## config.mk

```make
export PLATFORM = sky130hd
export DESIGN_NAME = pc_sequencer
export DESIGN_NICKNAME = d
export VERILOG_FILES = /design/src/rtl/pc_sequencer.sv
export SDC_FILE = /design/constraint.sdc
export NUM_CORES = 1
export LEC_CHECK = 0
export CORE_MARGIN = 4
export CORE_UTILIZATION = 40
export CTS_BUF_LIST = sky130_fd_sc_hd__clkbuf_4
export CTS_CLUSTER_DIAMETER = 200
export DETAILED_ROUTE_END_ITERATION = 10
export PLACE_DENSITY = 0.67
export SKIP_LAST_GASP = 1
export SYNTH_ARGS = -nofsm -noshare
export SYNTH_HDL_FRONTEND = slang
export SYNTH_SLANG_ARGS = --single-unit
```

## constraint.sdc

```tcl
create_clock -name clk -period 7.4 [get_ports clk]
set_input_delay 1.11 -clock clk [delete_from_list [all_inputs] [get_ports clk]]
set_output_delay 1.11 -clock clk [all_outputs]
set_load 0.02 [all_outputs]
```

## src/rtl/pc_sequencer.sv

```systemverilog
// pc_sequencer: program-counter sequencer for the 32-bit MIPS core.
// Owns the PC register and picks the next fetch address from sequential,
// branch, jump and jump-register sources, with stall handling and a
// one-cycle flush pulse after every applied redirect.
// Optional feature macro: PC_SEQ_EXCEPTION_EN adds the exc input, the epc
// output and the exception redirect (highest priority, loads EXC_VECTOR).
//
// Handshake note: there is no valid/ready pair here. stall=1 means "hold pc
// this cycle"; a redirect seen while stalled is remembered and applied on the
// first edge with stall=0. Redirect inputs only count while fetch_valid=1.
module pc_sequencer #(
  parameter logic [31:0] RESET_VECTOR = 32'h0000_0000,
  parameter logic [31:0] EXC_VECTOR   = 32'h0000_0080
) (
  input  logic        clk,
  input  logic        rst_n,
  input  logic        stall,
  input  logic        branch_taken,
  input  logic [15:0] branch_offset,
  input  logic        jump,
  input  logic [25:0] jump_target,
  input  logic        jr,
  input  logic [31:0] jr_target,
`ifdef PC_SEQ_EXCEPTION_EN
  input  logic        exc,
`endif
  output logic [31:0] pc,
  output logic [31:0] pc_plus4,
  output logic        fetch_valid,
  output logic        flush
`ifdef PC_SEQ_EXCEPTION_EN
  ,
  output logic [31:0] epc
`endif
);

  localparam logic [1:0] ST_BOOT      = 2'd0;
  localparam logic [1:0] ST_RUN       = 2'd1;
  localparam logic [1:0] ST_HOLD      = 2'd2;
  localparam logic [1:0] ST_HOLD_PEND = 2'd3;

  logic [1:0]  state_q, state_d;
  logic [31:0] pc_q, pc_d;
  logic [31:0] pending_q, pending_d;
  logic        flush_q, flush_d;
`ifdef PC_SEQ_EXCEPTION_EN
  logic [31:0] epc_q, epc_d;
  logic        pending_exc_q, pending_exc_d;
`endif

  logic        exc_req;
  logic        redir_req;
  logic [31:0] branch_tgt;
  logic [31:0] redir_tgt;
  logic        unused_bits;

  assign fetch_valid = (state_q != ST_BOOT);
  assign pc          = pc_q;
  assign pc_plus4    = pc_q + 32'd4;
  assign flush       = flush_q;
`ifdef PC_SEQ_EXCEPTION_EN
  assign epc         = epc_q;
  assign exc_req     = exc & fetch_valid;
`else
  assign exc_req     = 1'b0;
`endif

  // Word-aligned register targets drop the two low bits of jr_target.
  assign unused_bits = ^jr_target[1:0];

  // Resolve the highest-priority redirect request and its target address.
  always_comb begin
    branch_tgt = pc_plus4 + {{14{branch_offset[15]}}, branch_offset, 2'b00};
    redir_req  = fetch_valid & (exc_req | jr | jump | branch_taken);
    redir_tgt  = branch_tgt;
    if (exc_req) begin
      redir_tgt = EXC_VECTOR;
    end else if (jr) begin
      redir_tgt = {jr_target[31:2], 2'b00};
    end else if (jump) begin
      redir_tgt = {pc_plus4[31:28], jump_target, 2'b00};
    end
  end

  // Next-state logic: advance, redirect, hold, or remember a stalled redirect.
  always_comb begin
    state_d       = state_q;
    pc_d          = pc_q;
    pending_d     = pending_q;
    flush_d       = 1'b0;
`ifdef PC_SEQ_EXCEPTION_EN
    epc_d         = epc_q;
    pending_exc_d = pending_exc_q;
`endif
    case (state_q)
      ST_BOOT: begin
        state_d = ST_RUN;
      end
      ST_RUN, ST_HOLD: begin
        if (!stall) begin
          state_d = ST_RUN;
          if (redir_req) begin
            pc_d    = redir_tgt;
            flush_d = 1'b1;
`ifdef PC_SEQ_EXCEPTION_EN
            if (exc_req) epc_d = pc_q;
`endif
          end else begin
            pc_d = pc_plus4;
          end
        end else if (redir_req) begin
          pending_d     = redir_tgt;
`ifdef PC_SEQ_EXCEPTION_EN
          pending_exc_d = exc_req;
`endif
          state_d       = ST_HOLD_PEND;
        end else begin
          state_d = ST_HOLD;
        end
      end
      ST_HOLD_PEND: begin
        if (!stall) begin
          // pc has not moved while stalled, so it is still the faulting pc.
          pc_d    = pending_q;
          flush_d = 1'b1;
          state_d = ST_RUN;
`ifdef PC_SEQ_EXCEPTION_EN
          if (pending_exc_q) epc_d = pc_q;
`endif
        end else if (exc_req) begin
          pending_d     = EXC_VECTOR;
`ifdef PC_SEQ_EXCEPTION_EN
          pending_exc_d = 1'b1;
`endif
        end
      end
      default: begin
        state_d = ST_BOOT;
      end
    endcase
  end

  // State registers with asynchronous active-low reset.
  always_ff @(posedge clk or negedge rst_n) begin
    if (!rst_n) begin
      state_q       <= ST_BOOT;
      pc_q          <= RESET_VECTOR;
      pending_q     <= 32'd0;
      flush_q       <= 1'b0;
`ifdef PC_SEQ_EXCEPTION_EN
      epc_q         <= 32'd0;
      pending_exc_q <= 1'b0;
`endif
    end else begin
      state_q       <= state_d;
      pc_q          <= pc_d;
      pending_q     <= pending_d;
      flush_q       <= flush_d;
`ifdef PC_SEQ_EXCEPTION_EN
      epc_q         <= epc_d;
      pending_exc_q <= pending_exc_d;
`endif
    end
  end

endmodule

```

# Word-level counts from Yosys, hierarchy flattened
# Index checks and enable logic that the tools add are counted.
[classes] mux=14 bitwise_logic=3 n_eq_ne=5 reduce_logical=6 addsub=2
[ops] operator="2-to-1 mux 32 bit" n=5
[ops] operator="one-hot mux 32 bit (2 select lines)" n=1
[ops] operator="adder 32 x 3 -> 32 bit, second input constant" n=1
[ops] operator="adder 32 bit" n=1
[ops] operator="one-hot mux 2 bit (3 select lines)" n=1
[ops] operator="AND reduction 3 bit" n=2
[ops] operator="equality test 2 bit, second input constant" n=2
[ops] operator="2-to-1 mux 1 bit" n=4
[ops] operator="2-to-1 mux 2 bit" n=2
[ops] operator="inequality test 2 bit, second input constant" n=2
[ops] operator="nonzero test 2 bit" n=2
[ops] operator="equality test 2 x 1 -> 1 bit, second input constant" n=1
[ops] operator="zero test 2 bit" n=1
[ops] operator="OR 1 bit" n=2
[ops] operator="one-hot mux 1 bit (2 select lines)" n=1
[ops] operator="OR reduction 2 bit" n=1
[ops] operator="bitwise AND 1 bit" n=1
[totals] reg_bits=67 out_inout_bits=66 inputBits=80 word_cells=34

# Longest topological paths before layout
[depth] ltp_word=7 depth_mapped=17 mapped_depth_nobuf=15

# Least setup slack after synthesis
# Ideal clock, no wire load.
[synth_path] path_type="flip-flop to flip-flop" from="reg pc_q[2] (netlist: pc[2])" to="reg pending_q[31]" n_path_buf=2 stages_incl_launch_ff=18 path_slack_ps=3075 required_ps=7327 period_less_slack_ps=4325 setup_ps=73 arrival_time_ps=4252 cell_sequence="dfrtp_1 > ha_1 > nand2_1 > or3_1 > clkbuf_1 > nor2_1 > nand3_1 > xnor2_1 > ha_1 > clkbuf_1 > a21oi_1 > o221ai_1 > a21oi_1 > a31oi_1 > o21ai_0 > mux2_2 > or3_1 > a21oi_2"
[synth_via] elab_chain_cells=4
[synth_rtl] item="start, declared" line_no="43" rtl="logic [31:0] pc_q, pc_d;"
[synth_rtl] item="start signal, assigned" line_no="156" rtl="pc_q <= pc_d;"
[synth_rtl] item="adder 32 x 3 -> 32 bit" line_no="59" rtl="assign pc_plus4 = pc_q + 32'd4;"
[synth_rtl] item="named net pc_plus4[18]" line_no="28" rtl="output logic [31:0] pc_plus4,"
[synth_rtl] item="adder 32 bit" line_no="73" rtl="branch_tgt = pc_plus4 + {{14{branch_offset[15]}}, branch_offset, 2'b00};"
[synth_rtl] item="2-to-1 mux 32 bit" line_no="80" rtl="end else if (jump) begin"
[synth_rtl] item="2-to-1 mux 32 bit" line_no="78" rtl="end else if (jr) begin"
[synth_rtl] item="end signal, assigned" line_no="157" rtl="pending_q <= pending_d;"
[synth_rtl] item="end, declared" line_no="44" rtl="logic [31:0] pending_q, pending_d;"
# The timed path passes the listed nets, and every way through them passes these cells.
# A chain may end at the register's enable or synchronous reset.

# Worst setup path after layout
[layout_path] from="reg pc_q[2] (netlist: pc[2])" to="reg pending_q[31]"
[layout_via] elab_chain_cells=4
[layout_rtl] item="adder 32 x 3 -> 32 bit *" line_no="59"
[layout_rtl] item="adder 32 bit" line_no="73"
[layout_rtl] item="2-to-1 mux 32 bit *" line_no="80"
[layout_rtl] item="2-to-1 mux 32 bit *" line_no="78"
# Mark *: on every way between the ends. The rest lies on a longest branch, timed or not.

==> run_results.csv <==
group,metric,value,unit
worst_setup_path,crit_chain,"ha_1 -> nand2_1 -> or3_1 -> nor2_1 -> nand2_1 -> xnor2_1 -> ha_1 -> a21oi_1 -> o221ai_1 -> a21oi_1 -> a31oi_1 -> o21ai_0 -> mux2_2 -> or3_1 -> a21oi_2",
pwr,p_leak,3.303,nW
synthesis,postSynthCellCount,777,
synthesis,most_used_standard_cell_by_instance_count_after_synthesis,"sky130_fd_sc_hd__nand2_1",
sta,report.final.hold_viol_count,0,
synthesis,edff_count_synth,0,
die,floorplan.core_area,14530,um^2
worst_hold_path,hold_class,"register to register",
die,die_h,129.8,um
sta,period_needed,4.689,ns
synthesis,ys_async_sr_fraction,100.0,%
sta,tightestPinTransition,0.8961,ns
finish,fraction_of_layout_cells_with_a_size_suffix_above_1,3.991,%
global_routing,grt_first_pass_wirelength,33.02,mm
global_routing,antenna_found_initial,0,
worst_setup_path,critPathArrivalTime,5.07,ns
global_routing,grt-ovfl-total,0,
status,run_status,"complete, no violations",
finish,flow.area_growth_from_synthesis,29.19,%
clocking,clockRootBuffer,"sky130_fd_sc_hd__clkbuf_4",
synthesis,post-synth-top-area-cell,"sky130_fd_sc_hd__dfrtp_1",
synthesis,yosysSeqAreaShare,28.26,%
die,dieArea,16850,um^2
pwr,power,3.034,mW
sta,grt_setup_unrepaired,"false",
worst_setup_path,timing_worst_setup_path_type,"register to register",
clocking,postCtsSetupBuffers,0,
sta,slew_headroom,40.26,%
sta,hold_slack,0.4811,ns
drt,drt_pass1_iterations,7,
drt,drc,0,
clocking,cts.path.max_buffers,2,
clocking,cts_made_buffers,9,
drt,antenna_violating_nets_post_route,0,
die,placement_rows,44,
sta,maxClockFrequency,213.3,MHz
worst_setup_path,delay_of_the_slowest_cell_on_the_worst_path,0.55,ns
sta,final-max-slew-violation-count,0,
clocking,cts_sinks,67,
sta,finalSetupTns,0,ns
drt,drt-initial-drc-count,569,
worst_setup_path,worstPathBufferInverterCount,0,
die,io_pins,146,
global_routing,first_global_vias,6039,
drt,wl,21.24,mm
placed_design,port_buffers,143,
synthesis,postSynthNetCount,897,
drt,routed_wirelength_normalized_by_instance_count,19.56,um
placed_design,place.detailed.hpwl,15.84,mm
synthesis,synth.lib_cells_used.distinct,62,
die,die_w,129.8,um
worst_setup_path,timing.critical_path.fanout_max,9,
clocking,cts_hold_repair.buffers,0,
synthesis,post_synth.cell_area_avg,7.636,um^2
sta,setup_viol_count_final,0,
synthesis,synth.area.top_cells,"sky130_fd_sc_hd__dfrtp_1 28%, sky130_fd_sc_hd__ha_1 8.2%, sky130_fd_sc_hd__nand2_1 7.4%",
clocking,cts-resized-gates,0,
drt,via_count,6350,
global_routing,grt_max_degree,68,
synthesis,yosys_register_bits,67,
worst_setup_path,startpoint_type,"register",
sta,post-route-period-util,63.36,%
clocking,cts_tree,"built",
pwr,cellPowerDensity,395.9,nW/um^2
drt,routed_via_density,5.847,
finish,nets,1017,
placed_design,final_wtd_congestion,0.9090,
synthesis,netlist.area_leader.share,28.26,%
clocking,htreeDepth,3,
finish,inserted_diodes,0,
clocking,clkTransAtPathRegs,0.12,ns
worst_setup_path,crit_required,7.78,ns
sta,clock_skew,0.01681,ns
synthesis,ys_warn_count,0,
worst_setup_path,worst_setup_path_end_kind,"register",
worst_setup_path,kind_of_cell_adding_the_most_delay_to_the_critical_path,"simple AND/OR/NAND/NOR gates",
synthesis,postSynth.topFlopCell,"sky130_fd_sc_hd__dfrtp_1",
global_routing,total_grt_usage,25.31,%
run,max-cap-violations,0,
clocking,worst_skew_pair.late_latency,0.44,ns
worst_setup_path,critical-path-slowest-cell,"sky130_fd_sc_hd__or3_1",
pwr,worst_ir_drop_vdd,0.3134,mV
die,initial_core_util,40.82,%
synthesis,syn_area,5933,um^2
synthesis,synth_common_cells,"117 x sky130_fd_sc_hd__nand2_1, 76 x sky130_fd_sc_hd__o21ai_0, 67 x sky130_fd_sc_hd__dfrtp_1",
[where the power goes]
group	internal, mW	leakage [nW]	switching (mW)	total [mW]
Sequential	0.526	0.818	0.184	0.710
Clock	0.167	0.0924	0.142	0.309
Combinational	0.843	2.39	1.17	2.02
Total	1.54	3.30	1.50	3.03
[routing by layer]
layer / vias to the layer above / global-route usage [%] / part of all wire, %
li1: 3075 / - / -
met1: 2986 / 33.05 / 43
met2: 251 / 40.67 / 45
met3: 38 / 6.181 / 8.0
met4: 0 / 9.597 / 3.6
met5: - / 0 / 0
[path summary, 6_finish.rpt]
path | from | end | slack (ns) | depth (start not counted)
min reg2reg | pending_q[13] | pending_q[13] | 0.48 | 2
min in group asynchronous | rst_n | pc[2] | 0.87 | 2
max reg2reg | pc[2] | pending_q[31] | 2.71 | 15
max | pc[2] | pending_q[31] | 2.71 | 15
min | pending_q[13] | pending_q[13] | 0.48 | 2
max in group asynchronous | rst_n | pending_q[3] | 5.95 | 2
[per-stage QoR]
stage / utilization (%) / worst slack, ns / cells / cell area [um^2]
after floorplan: - / 3.075 / 777 / 5933
after global placement: 51.54 / 2.827 / 1070 / 7491
after detailed placement: 51.54 / 2.767 / 1070 / 7491
after CTS: 52.74 / 2.727 / 1086 / 7665
after global routing: 52.74 / 2.316 / 1086 / 7665
final: 52.74 / 2.711 / 1086 / 7665
[cell type report]
| type | instances | area, um^2 |
|---|---|---|
| fillers | 1426 | 6869 |
| multi-input cells | 646 | 4004 |
| flip-flops and latches | 67 | 1677 |
| repair buffers | 154 | 1509 |
| well taps | 184 | 230.2 |
| clock inverters | 7 | 106.4 |
| inverters | 19 | 71.32 |
| clock buffers | 9 | 67.56 |
[placed cells by master, fill, tap and decap left out, types with 5 or more instances in the layout]
cell	instances
sky130_fd_sc_hd__clkbuf_4	9
sky130_fd_sc_hd__o21ai_0	76
sky130_fd_sc_hd__o211ai_1	18
sky130_fd_sc_hd__nand2_1	117
sky130_fd_sc_hd__o31ai_1	8
sky130_fd_sc_hd__a211oi_1	7
sky130_fd_sc_hd__o21a_1	10
sky130_fd_sc_hd__ha_1	39
sky130_fd_sc_hd__xnor2_1	19
sky130_fd_sc_hd__nand3_1	27
sky130_fd_sc_hd__a221oi_1	7
sky130_fd_sc_hd__or3_1	10
sky130_fd_sc_hd__nand2b_1	7
sky130_fd_sc_hd__a21oi_1	66
sky130_fd_sc_hd__a31oi_1	7
sky130_fd_sc_hd__nand4_1	9
sky130_fd_sc_hd__clkdlybuf4s50_1	142
sky130_fd_sc_hd__inv_1	19
sky130_fd_sc_hd__and2_1	6
sky130_fd_sc_hd__and4_1	5
sky130_fd_sc_hd__xor2_1	24
sky130_fd_sc_hd__dfrtp_1	67
sky130_fd_sc_hd__nor3_1	13
sky130_fd_sc_hd__a21o_1	13
sky130_fd_sc_hd__o221ai_1	5
sky130_fd_sc_hd__and3_1	22
sky130_fd_sc_hd__buf_4	11
sky130_fd_sc_hd__mux2i_1	8
sky130_fd_sc_hd__nor2_1	63
[logic make-up (layout without fill, tap and decap cells)]
family	count (synthesis)	count (layout)	synth area share, %
flip-flops	67	67	28.26
multiplexers	10	10	1.729
AND/OR/NAND/NOR	296	296	23.37
adder cells (fa/ha/maj)	40	40	8.562
AO/OA/AOI/OAI	257	257	27.44
XOR/XNOR	43	43	6.348
buffers and inverters	64	189	4.302
[tightest hold or removal path, delay by kind of cell, from the launching register on]
| family | cells | cell delay (ns) |
|---|---|---|
| simple gates | 2 | 0.10 |
| flops | 1 | 0.35 |
[state kept, by name (all words and copies together) (netlist names)]
| register | cells |
|---|---|
| flush | 1 |
| pc | 32 |
| pending_q | 32 |
| state_q | 2 |
No activity file was read; power rests on OpenSTA's default activity.
